## config.mk

```make
export PLATFORM = sky130hd
export DESIGN_NAME = spi_bus_arbiter
export DESIGN_NICKNAME = d
export VERILOG_FILES = /design/src/rtl/spi_bus_arbiter.sv
export SDC_FILE = /design/constraint.sdc
export NUM_CORES = 1
export LEC_CHECK = 0
export BUFFER_PORTS_ARGS = -buffer_cell sky130_fd_sc_hd__buf_2
export CORE_UTILIZATION = 35
export CTS_BUF_LIST = sky130_fd_sc_hd__clkbuf_4 sky130_fd_sc_hd__clkbuf_8 sky130_fd_sc_hd__clkbuf_16
export DETAILED_ROUTE_END_ITERATION = 12
export PLACE_DENSITY = 0.68
export SETUP_SLACK_MARGIN = 0.4
export SLEW_MARGIN = 20
export SYNTH_ARGS = -nofsm -noshare
export SYNTH_HDL_FRONTEND = slang
export SYNTH_SLANG_ARGS = --single-unit
```

## constraint.sdc

```tcl
create_clock -name clk -period 2.35 [get_ports clk]
set_input_delay 0.3525 -clock clk [delete_from_list [all_inputs] [get_ports clk]]
set_output_delay 0.3525 -clock clk [all_outputs]
set_load 0.01 [all_outputs]
```

## src/rtl/spi_bus_arbiter.sv

```systemverilog
// spi_bus_arbiter
//   Round-robin arbiter that lets NUM_REQ requesters share one SPI controller.
//   One transaction is in flight at a time. The received word and a one-cycle
//   done pulse are returned to the requester that owns the transaction. A
//   watchdog aborts a transaction whose completion never arrives.
//
// Ports
//   clk           system clock
//   rst           synchronous active-high reset
//   req           per-requester request level
//   req_data      requester i word at [i*W +: W]
//   grant         one-hot owner of the current transaction
//   done          one-cycle completion pulse to the owner
//   err           qualifies done: 1 = watchdog abort
//   rx_data       last received word, valid from a done until the next done
//   enable_spi    one-cycle start strobe to the SPI controller
//   tx_byte_spi   word presented to the SPI controller
//   busy_spi      SPI controller busy (only looked at while idle)
//   complete_spi  SPI controller completion pulse
//   rx_byte_spi   SPI controller received word
module spi_bus_arbiter #(
  parameter int NUM_REQ               = 3,
  parameter int DATA_WIDTH_SPI_CONFIG = 16,
  parameter int TIMEOUT_CYCLES        = 4096
) (
  input  logic                                     clk,
  input  logic                                     rst,
  input  logic [NUM_REQ-1:0]                       req,
  input  logic [NUM_REQ*DATA_WIDTH_SPI_CONFIG-1:0] req_data,
  output logic [NUM_REQ-1:0]                       grant,
  output logic [NUM_REQ-1:0]                       done,
  output logic                                     err,
  output logic [DATA_WIDTH_SPI_CONFIG-1:0]         rx_data,
  output logic                                     enable_spi,
  output logic [DATA_WIDTH_SPI_CONFIG-1:0]         tx_byte_spi,
  input  logic                                     busy_spi,
  input  logic                                     complete_spi,
  input  logic [DATA_WIDTH_SPI_CONFIG-1:0]         rx_byte_spi
);

  localparam int W     = DATA_WIDTH_SPI_CONFIG;
  localparam int IDX_W = (NUM_REQ > 1) ? $clog2(NUM_REQ) : 1;
  localparam int WD_W  = $clog2(TIMEOUT_CYCLES);

  typedef enum logic [1:0] {
    S_IDLE  = 2'd0,
    S_ISSUE = 2'd1,
    S_WAIT  = 2'd2,
    S_DONE  = 2'd3
  } state_t;

  state_t             state_q;
  logic [NUM_REQ-1:0] grant_q;
  logic [NUM_REQ-1:0] done_q;
  logic               err_q;
  logic [W-1:0]       rx_q;
  logic               en_q;
  logic [W-1:0]       tx_q;
  logic [WD_W-1:0]    wd_q;
  logic [IDX_W-1:0]   last_q;
  logic [IDX_W-1:0]   owner_q;

  logic [IDX_W:0]     pick_d;
  logic [W-1:0]       sel_data_d;
  logic [NUM_REQ-1:0] sel_grant_d;

  // Returns {valid, index} of the first requester found when searching
  // upward from last+1, wrapping modulo NUM_REQ. The loop runs from the
  // farthest candidate to the nearest so the nearest one is written last.
  function automatic logic [IDX_W:0] rr_pick(input logic [NUM_REQ-1:0] r,
                                             input logic [IDX_W-1:0]   last);
    logic [IDX_W:0] res;
    int             idx;
    res = '0;
    for (int k = NUM_REQ; k >= 1; k--) begin
      idx = (int'(last) + k) % NUM_REQ;
      if (r[idx[IDX_W-1:0]]) res = {1'b1, IDX_W'(idx)};
    end
    return res;
  endfunction

  // Winner selection and its word / one-hot grant
  always_comb begin
    pick_d      = rr_pick(req, last_q);
    sel_data_d  = '0;
    sel_grant_d = '0;
    for (int i = 0; i < NUM_REQ; i++) begin
      if (IDX_W'(i) == pick_d[IDX_W-1:0]) begin
        sel_data_d     = req_data[i*W +: W];
        sel_grant_d[i] = 1'b1;
      end
    end
  end

  // Control FSM with registered outputs
  always_ff @(posedge clk) begin
    if (rst) begin
      state_q <= S_IDLE;
      grant_q <= '0;
      done_q  <= '0;
      err_q   <= 1'b0;
      rx_q    <= '0;
      en_q    <= 1'b0;
      tx_q    <= '0;
      wd_q    <= '0;
      last_q  <= IDX_W'(NUM_REQ - 1);
      owner_q <= '0;
    end else begin
      en_q   <= 1'b0;
      done_q <= '0;
      case (state_q)
        S_IDLE: begin
          if (!busy_spi && pick_d[IDX_W]) begin
            state_q <= S_ISSUE;
            owner_q <= pick_d[IDX_W-1:0];
            grant_q <= sel_grant_d;
            tx_q    <= sel_data_d;
            en_q    <= 1'b1;
          end
        end
        S_ISSUE: begin
          wd_q    <= '0;
          state_q <= S_WAIT;
        end
        S_WAIT: begin
          // A completion on the same cycle as the timeout takes precedence.
          if (complete_spi) begin
            rx_q    <= rx_byte_spi;
            err_q   <= 1'b0;
            done_q  <= grant_q;
            state_q <= S_DONE;
          end else if (wd_q == WD_W'(TIMEOUT_CYCLES - 1)) begin
            err_q   <= 1'b1;
            done_q  <= grant_q;
            state_q <= S_DONE;
          end else begin
            wd_q <= wd_q + 1'b1;
          end
        end
        S_DONE: begin
          last_q  <= owner_q;
          grant_q <= '0;
          state_q <= S_IDLE;
        end
        default: state_q <= S_IDLE;
      endcase
    end
  end

  assign grant       = grant_q;
  assign done        = done_q;
  assign err         = err_q;
  assign rx_data     = rx_q;
  assign enable_spi  = en_q;
  assign tx_byte_spi = tx_q;

endmodule

```

==> impl_results.md, run 1 <==
- CTS Root Cell: clkbuf_8
- FF-to-FF setup slack: 0.33 ns
- Cell chain of the critical path: inv_4 -> ha_4 -> a22o_1 -> or3_4 -> a2bb2oi_4 -> buf_6 -> and2_4 -> o211ai_1 -> o31ai_1
- CP max stage cell: dfxtp_4
- Utilization after layout: 52.22%
- Initial antenna violation count: 0
- Largest net degree at the start of global routing: 20
- Max H-tree Level: 3
- Worst Setup Path Type: flop to flop
- CP arrival: between 2 and 2.5 ns
- Total power: 3.101 mW
- # setup viols final: 0
- Dpl ws: -0.1248 ns
- Die height: 90.28 um
- CP max stage delay: 0.39 ns
- Fmax: 494.3 MHz
- Fin nets: 516
- Relative slew slack: 59.18%
- Mean Syn Cell Area: about 8.8 um2
- Latest clock arrival within the worst-skew pair: between 0.3 and 0.4 ns
- Leading cell type in the layout, fill and taps excluded: buf_2
- Most frequent cells in the layout: 110 x buf_2, 56 x dfxtp_1, 44 x nand2_1
- CTS Sinks: 58
- TritonCTS clock tree: yes
- Cell variety after synth: 46
- DRT antenna net count: 0
- Critical R2R Launch: last_q[0]
- Crit path depth: 9
- Crit. Startpoint: last_q[0]
- EDFF count, synth: 0
- Timing endpoint of the critical path: grant[0]
- First-pass GRT wire length: about 11 mm
- Reg area: 1169 um2
- Status: completed
- Vias in the first global route: 2454
- Final period util: 86.08%
- Via/cell ratio: about 5.0
- Slack of the critical path: about 0.33 ns
- Synth top area share: 42.57%
- Multi-input logic area: 1600 um2
- Drt total wl: about 7.2 mm
- Starting density of the core: a little under two fifths
- Max IR drop VDD: 0.5265 mV
- Hold WC Path Type: primary input to flop
- Period minus WS final: around 2 ns
- Gpl congestion: 0.7586
- Worst-Margin Slew: ~0.61 ns
- Inserted Diodes: 0
- Pwr/cell area: 801.5 nW/um2
- Die Footprint: 8150 um2
- Fin. max-slew vios: 0
- Post-synth top flop: dfxtp_1
- Crit path max-delay family: compound AO/OA/AOI/OAI gates
- CTS buffer count: 9
- GR Overflow Total: 0
- Crit path buffers/inverters: 2
- Setup Skew: 0.01140 ns
- Tot GR Track Use: 17.42%
- WP data required: about 2.6 ns
- YS warnings: 0
- Residual DRC: 0
- Area growth syn-to-layout: 41.83%
- Fraction of registers with async set/reset: 0%
- Layout cells sized above 1: 39.64%
- R2R Path End: grant[0]
- Buffers added on ports: 110
- Routed WL per cell: 13.31 um
- Die Wd: 90.28 um
- Iteration-0 DRC Markers: 175
- Crit path launch type: flop
- Reg2reg path depth: 9
- Number of max-cap violations: 0
- DRT Pass-1 Iters: 5
- Total number of vias: ~2700
- Clock Path Buffers: 2
- Crit-path max FO: 8
- I/O pin count: 111
- Element type at the critical path end: flop
- Syn Inst Count: 309
- Top post-synthesis cells by area: dfxtp_1 43%, mux2i_1 7.3%, nand2_1 6.1%
- Core Region: 7408 um2
- Syn nets: 390
- Row cnt: 31
- Leak pwr: 1.635 nW
- Final hold vios: 0
- Post-synthesis sequential area ratio: between 40% and 50%
- Cell Area, Synth: 2728 um2
- DP Wirelength: 4.782 mm
- Cts hold-fix bufs: 0
- RSZ-0062 raised after global routing: yes
- Clk pin slew, worst setup/hold paths: 0.07 ns
- Synth Register Bits: 58
- Placed Instances: 507
- Non-filler cells, final: 538
- Yosys top cell by area: dfxtp_1
- Filler cell count: 671
[repair_timing]
item / in CTS / in global routing
gates resized for setup: 18 / 12
pin swaps: 9 / 6
buffers inserted: 7 / 2
gates cloned: 5 / 2
endpoints found under the setup margin: 21 / 27
[where the power goes]
group          switching [mW]  total (mW)  internal [mW]
Sequential             0.0857        1.22           1.13
Combinational           0.541        1.02          0.475
Clock                   0.378       0.868          0.490
Total                    1.00        3.10           2.10
[layout make-up]
type | count | area share (%)
clock buffers | 13 | 4.592
clock inverters | 2 | 0.2587
inverters | 11 | 1.132
multi-input cells | 229 | 41.36
flip-flops and latches | 58 | 30.21
well taps | 99 | 3.202
repair buffers | 126 | 19.24
[logic make-up (layout without fill, tap and decap cells)]
| logic type | count (synthesis) | after routing | synth area share [%] |
|---|---|---|---|
| compound gates | 90 | 91 | 21.24 |
| xor+xnor | 5 | 5 | 1.606 |
| fa+ha+maj | 10 | 10 | 4.587 |
| buf+inv | 26 | 152 | 5.229 |
| flops | 58 | 58 | 42.57 |
| mux | 20 | 20 | 7.339 |
| simple gates | 100 | 103 | 17.43 |
[stage by stage]
step	area [um2]	hold WS (ns)	TNS (ns)
after floorplan	2793	0.4369	0
after global placement	3402	0.4402	0
after detailed placement	3402	0.4457	-1.044
after CTS	3769	0.2286	0
after global routing	3869	0.2377	0
final	3869	0.2418	0
[registers in the layout (all words and copies together) (netlist names)]
name / flops
enable_spi: 1
state_q: 2
wd_q: 12
grant: 3
rx_data: 16
done: 3
err: 1
tx_byte_spi: 16
last_q: 2
owner_q: 2
[synth_stat cells, types with 2 or more instances]
library cell,number
nor2_1,15
o21a_1,2
xor2_1,2
buf_6,4
a21o_1,3
a22oi_1,17
and2_1,6
buf_2,2
nand2b_1,5
o21ai_0,24
inv_1,10
nand4_1,3
ha_1,10
a21oi_1,26
nand2_1,44
nor3_1,6
xnor2_1,3
dfxtp_1,58
a21boi_0,2
clkbuf_1,7
or3_1,5
o31ai_1,2
o211ai_1,4
nand3_1,7
nand3b_1,2
mux2i_1,20
[how the worst min path moves through the flow]
stage / startpoint / end / depth (start not counted)
after floorplan: owner_q[1] / last_q[1] / 2
after global placement: rx_data[4] / rx_data[4] / 2
after detailed placement: rx_data[4] / rx_data[4] / 2
after CTS: req_data[39] / tx_byte_spi[7] / 3
after global routing: req_data[44] / tx_byte_spi[12] / 3
final: req_data[42] / tx_byte_spi[10] / 3
[worst reg2reg max path: stages (launching register included)]
cell and delay, ns:
dfxtp_4 0.39, inv_4 0.05, ha_4 0.17, a22o_1 0.21, or3_4 0.36, a2bb2oi_4 0.21, buf_6 0.16, and2_4 0.22
o211ai_1 0.10, o31ai_1 0.07
[layer usage]
layer / track usage (%) / vias up / wire (um) / share of wire (%)
li1: - / 1359 / - / -
met1: 21.96 / 1225 / 3273 / 46
met2: 28.82 / 73 / 3432 / 48
met3: 2.862 / 9 / 319 / 4.5
met4: 8.602 / 0 / 132 / 1.8
met5: 0 / - / 0 / 0
(Power assumes the default switching activity.)
==> run 2, diff against run 1 <==
==> constraint.sdc (replaced) <==
create_clock -name clk -period 2.35 [get_ports clk]
set_input_delay 0.47 -clock clk [delete_from_list [all_inputs] [get_ports clk]]
set_output_delay 0.47 -clock clk [all_outputs]
set_load 0.01 [all_outputs]
==> impl_results.md, run 2 (same netlist as run 1, synthesis figures left out) <==
- Status: completed
- Row cnt: 31 (unchanged)
- Sequential share of power: 37.5% (-1.7 points)
- TritonCTS clock tree: yes
- I/O pin count: 111 (unchanged)
- Placed Instances: 507 (unchanged)
- Largest net degree at the start of global routing: 18 (-10%)
- GR Util met3: 3.367% (+0.51 points)
- CP arrival: 2.29 ns (+0.02 ns)
- Residual DRC: 0 (unchanged)
- Hold WC Path Type: primary input to flop
- Crit-path max FO: 8 (unchanged)
- Layout cells sized above 1: 43.47% (+3.8 points)
- Final hold vios: 0 (unchanged)
- Period minus WS final: 2.078 ns (+0.05467 ns)
- First-pass GRT wire length: 12.32 mm (+7.6%)
- Tot GR Track Use: 18.98% (+1.6 points)
- DRT Pass-1 Iters: 4 (-1)
- Most used cell, CP: buf_6
- Via/cell ratio: 5.037 (+1.6%)
- CP max stage delay: 0.36 ns (-0.03 ns)
- WHS Path Cells: 3 (unchanged)
- CTS Root Cell: clkbuf_8
- Met1 Track Usage GR: 23.96% (+2.0 points)
- Leak pwr: 1.699 nW (+3.9%)
- Placed cell area: 3385 um2 (-0.51%)
- Crit path max-delay family: compound AO/OA/AOI/OAI gates
- Reg2reg path depth: 9 (unchanged)
- Crit path launch type: flop
- Leading cell type in the layout, fill and taps excluded: buf_2
- Non-filler cells, final: 543 (+0.93%)
- CP max stage cell: dfxtp_4
- GR met2 Demand/Resource: 30.98% (+2.2 points)
- Fmax: 481.3 MHz (-2.6%)
- Initial antenna violation count: 0 (unchanged)
- RSZ-0062 raised after global routing: yes
- Clk pin slew, worst setup/hold paths: 0.06 ns (about the same)
- Worst Setup Path Type: flop to flop
- Buffers added on ports: 110 (unchanged)
- Setup Skew: 0.007204 ns (-0.004193 ns)
- Die height: 90.28 um (unchanged)
- Cell chain of the critical path: buf_6 -> ha_4 -> a22o_1 -> or3_4 -> a2bb2oi_4 -> buf_6 -> buf_6 -> mux2i_1 -> nor2_1
- Clock share of power: 27.4% (-0.6 points)
- Clock Path Buffers: 2 (unchanged)
- Die Wd: 90.28 um (unchanged)
- Final Instance Area: 4066 um2 (+5.1%)
- Drt total wl: 7.844 mm (+9.6%)
- CTS Sinks: 58 (unchanged)
- Element type at the critical path end: flop
- Final period util: 88.41% (+2.3 points)
- Sw Pwr: 1.066 mW (+6.1%)
- Vias in the first global route: 2636 (+7.4%)
- GR Overflow Total: 0 (unchanged)
- Total number of vias: 2735 (+2.6%)
- Pwr/cell area: 809.4 nW/um2 (+0.99%)
- Gpl congestion: 0.7496 (-1.2%)
- Fin. max-slew vios: 0 (unchanged)
- Most frequent cells in the layout: 110 x buf_2, 55 x dfxtp_1, 44 x nand2_1
- CTS buffer count: 9 (unchanged)
- Worst-Margin Slew: 0.5875 ns (-0.02477 ns)
- Max IR drop VDD: 0.4320 mV (-18%)
- Core Region: 7408 um2 (unchanged)
- Die Footprint: 8150 um2 (unchanged)
- Max H-tree Level: 3 (unchanged)
- Iteration-0 DRC Markers: 163 (-6.9%)
- # setup viols final: 0 (unchanged)
- Switching share of total power: 32.39% (about the same)
- DRT antenna net count: 0 (unchanged)
- Latest clock arrival within the worst-skew pair: 0.33 ns (about the same)
- Relative slew slack: 60.84% (+1.7 points)
- Combinational Power Share: 35.1% (+2.3 points)
- Most used routing layer: met2
- Internal power: 2.225 mW (+6.2%)
- Filler cell count: 666 (-0.75%)
- Crit path buffers/inverters: 3 (+1)
- Routed WL per cell: 14.45 um (+8.6%)
- Fin nets: 520 (+0.78%)
- Starting density of the core: 36.82% (unchanged)
- Number of max-cap violations: 0 (unchanged)
- Crit path depth: 9 (unchanged)
- Inserted Diodes: 0 (unchanged)
- Area growth syn-to-layout: 49.08%
- WP data required: 2.57 ns (-0.03 ns)
- DP Wirelength: 4.924 mm (+3.0%)
- Total power: 3.291 mW (+6.1%)
-- run 2: cell types whose count changed in the layout (fill, tap and decap cells not counted), moves of 3 or more --
cell	before	now
a22oi_1	16	9
a22oi_2	1	8
o21ai_0	11	7
o21ai_1	12	15
-- run 2: per-layer routing --
metal / vias up / routed length (um)
met5: - / 0
met4: 0 / 134
met3: 12 / 331
met2: 78 / 3936
met1: 1287 / 3441
li1: 1358 / -
-- run 2: what timing repair did --
action                     in CTS  in global routing
hold buffers                    0                  0
resized for setup              30                 34
gates cloned                    4                  2
setup endpoints to repair      26                 32
setup buffers                   8                  6
hold endpoints to repair        0                  0
pin swaps                      10                 14
-- run 2: area by class of cell --
type	instances	area (um2)	area share, %
multi-input combinational	228	1700	41.82
sequential	58	1170	28.77
clock buffer	13	153.9	3.785
tap	99	123.9	3.046
inverter	11	46.29	1.138
clock inverter	3	40.04	0.9846
timing repair buffer	131	832.0	20.46
-- run 2: worst reg2reg max path, cell delays in order (launching register included) --
cell and delay (ns):
dfxtp_4 0.36, buf_6 0.12, ha_4 0.17, a22o_1 0.22, or3_4 0.35, a2bb2oi_4 0.23, buf_6 0.14, buf_6 0.11
mux2i_1 0.20, nor2_1 0.06
-- run 2: metrics by stage --
stage	util [%]	hold WS (ns)	worst slack, ns	TNS (ns)
floorplan	-	0.4376	0.3381	0
global placement	45.68	0.4392	0.001555	0
detailed placement	45.68	0.4472	-0.1289	-1.640
CTS	51.46	0.3446	0.3222	0
global route	54.89	0.3338	0.2210	0
finish	54.89	0.3471	0.2724	0
-- run 2: power by group through the flow --
stage               Sequential, mW  Combinational, mW  Clock (mW)
floorplan                     1.29              0.495           0
global placement              1.23              0.818           0
detailed placement            1.24              0.840           0
CTS                           1.22              0.991       0.924
global route                  1.25               1.25       0.980
finish                        1.23               1.16       0.902
-- run 2: worst paths after layout --
| kind | startpoint | slack, ns | end |
|---|---|---|---|
| max | last_q[0] | 0.27 | owner_q[0] |
| min | req_data[41] | 0.35 | tx_byte_spi[9] |
| max reg2reg | last_q[0] | 0.27 | owner_q[0] |
| min reg2reg | rx_data[0] | 0.46 | rx_data[0] |
==> run 3, diff against run 2 <==
==> constraint.sdc (replaced) <==
create_clock -name clk -period 2.35 [get_ports clk]
set_input_delay 0.705 -clock clk [delete_from_list [all_inputs] [get_ports clk]]
set_output_delay 0.705 -clock clk [all_outputs]
set_load 0.01 [all_outputs]
==> impl_results.md, run 3 (same netlist as run 1, synthesis figures left out) <==
- Die Wd: 90.28 um (unchanged)
- Placed Instances: 509 (+0.39%)
- Initial antenna violation count: 0 (unchanged)
- Drt total wl: 7.547 mm (-3.8%)
- Placed cell area: 3387 um2 (about the same)
- CTS Sinks: 58 (unchanged)
- Element type at the critical path end: flop
- DRT Pass-1 Iters: 4 (unchanged)
- Utilization after layout: 53.76% (-1.1 points)
- DRT antenna net count: 0 (unchanged)
- Inserted Diodes: 0 (unchanged)
- Most frequent cells in the layout: 110 x buf_2, 55 x dfxtp_1, 44 x nand2_1
- Final hold vios: 0 (unchanged)
- Latest clock arrival within the worst-skew pair: 0.33 ns (about the same)
- Number of max-cap violations: 0 (unchanged)
- Filler cell count: 681 (+2.3%)
- Die Footprint: 8150 um2 (unchanged)
- Fmax: 497.5 MHz (+3.4%)
- # setup viols final: 0 (unchanged)
- DR WL met3: 311 um (-6.0%)
- TritonCTS clock tree: yes
- Status: completed
- Clock Path Buffers: 2 (unchanged)
- GR Overflow Total: 0 (unchanged)
- Relative slew slack: 60.71% (-0.13 points)
- Hold WC Path Type: flop to flop
- Layout cells sized above 1: 42.53% (-0.93 points)
- Via/cell ratio: 5.070 (+0.66%)
- CTS buffer count: 9 (unchanged)
- Setup TNS: 0 ns (unchanged)
- Largest net degree at the start of global routing: 19 (+1)
- Row cnt: 31 (unchanged)
- Non-filler cells, final: 541 (-0.37%)
- Crit-path max FO: 6 (-2)
- Core Region: 7408 um2 (unchanged)
- Reg2reg path depth: 9 (unchanged)
- I/O pin count: 111 (unchanged)
- WHS Path Cells: 2 (-1)
- WP data required: 2.56 ns (about the same)
- First-pass GRT wire length: 11.75 mm (-4.6%)
- Met1 WL: 3.271 mm (-4.9%)
- Leak pwr: 1.684 nW (-0.91%)
- Met2 wire length: 3.685 mm (-6.4%)
- Slack of the critical path: 0.3398 ns (+0.06746 ns)
- Gpl congestion: 0.8190 (+9.3%)
- Dpl ws: 0.06714 ns (+0.1960 ns)
- Worst Setup Path Type: flop to flop
- Leading cell type in the layout, fill and taps excluded: buf_2
- Residual DRC: 0 (unchanged)
- CTS Root Cell: clkbuf_8
- Iteration-0 DRC Markers: 125 (-23%)
- Starting density of the core: 36.82% (unchanged)
- Reg area: 1170 um2 (unchanged)
- Final period util: 85.54% (-2.9 points)
- Fin. max-slew vios: 0 (unchanged)
- Vias in the first global route: 2494 (-5.4%)
- Max H-tree Level: 3 (unchanged)
- Die height: 90.28 um (unchanged)
- Clk pin slew, worst setup/hold paths: 0.06 ns (about the same)
- CP arrival: 2.22 ns (-0.07 ns)
- Max IR drop VDD: 0.4356 mV (+0.83%)
- Buffers added on ports: 110 (unchanged)
- Total number of vias: 2743 (+0.29%)
- Final Instance Area: 3983 um2 (-2.1%)
- Period minus WS final: 2.010 ns (-0.06746 ns)
- Setup Skew: 0.007039 ns (-0.0001649 ns)
- Highest Signal Layer: met4
- Routed WL per cell: 13.95 um (-3.4%)
- Pwr/cell area: 805.3 nW/um2 (-0.51%)
- DP Wirelength: 4.816 mm (-2.2%)
- Fin nets: 518 (-0.38%)
- Crit path launch type: flop
- Tot GR Track Use: 17.88% (-1.1 points)
- Area growth syn-to-layout: 46.01%
- Worst-Margin Slew: 0.5894 ns (+0.001942 ns)
- RSZ-0062 raised after global routing: yes
- Multi-input logic area: 1627 um2 (-4.3%)
[run 3: changes by cell type in the layout (fill, tap and decap cells not counted), moves of 3 or more]
cell      delta
buf_6        +6
ha_2         +3
buf_4        -3
clkbuf_4     -4
[run 3: critical path: stages, from the launching register on]
cell,delay (ns)
dfxtp_4,0.36
buf_6,0.12
ha_4,0.17
a22o_1,0.20
or2_4,0.26
o221ai_4,0.23
buf_6,0.17
buf_16,0.12
mux2i_2,0.19
o21ai_1,0.08
[run 3: path summary, 6_finish.rpt]
check	slack [ns]	start	endpoint
worst max-delay path	0.34	last_q[0]	tx_byte_spi[15]
worst min-delay path	0.45	rx_data[10]	rx_data[10]
worst max register to register	0.34	last_q[0]	tx_byte_spi[15]
worst min register to register	0.45	rx_data[10]	rx_data[10]
[run 3: area by class of cell]
cell class              count  share of cell area, %
repair buffers            131                  20.45
multi-input cells         226                  40.84
flip-flops and latches     58                  29.37
clock inverters             5                  1.320
inverters                  11                  1.100
well taps                  99                  3.110
clock buffers              11                  3.801
[run 3: repair_timing]
item | CTS | global route
setup endpoints to repair | 24 | 34
pin swaps | 8 | 18
buffers inserted | 9 | 2
cloned | 5 | 0
hold buffers | 0 | 0
resized for setup | 37 | 22
[run 3: power breakdown]
| part | internal [mW] | switching (mW) | total [mW] |
|---|---|---|---|
| clock network | 0.541 | 0.383 | 0.924 |
| registers | 1.13 | 0.100 | 1.23 |
| logic | 0.501 | 0.549 | 1.05 |
[run 3: metrics by stage]
stage               power, mW  hold WS [ns]
finish                  3.207        0.4548
global route            3.370        0.4822
CTS                     3.144        0.4533
detailed placement      2.074        0.4437
global placement        2.052        0.4392
floorplan               1.795        0.4378
[run 3: metal layers]
metal  global-route usage [%]  up-vias
li1                         -     1349
met4                    9.409        0
met3                    2.778       21
met1                    22.22     1289
met5                        0        -
met2                    29.77       84
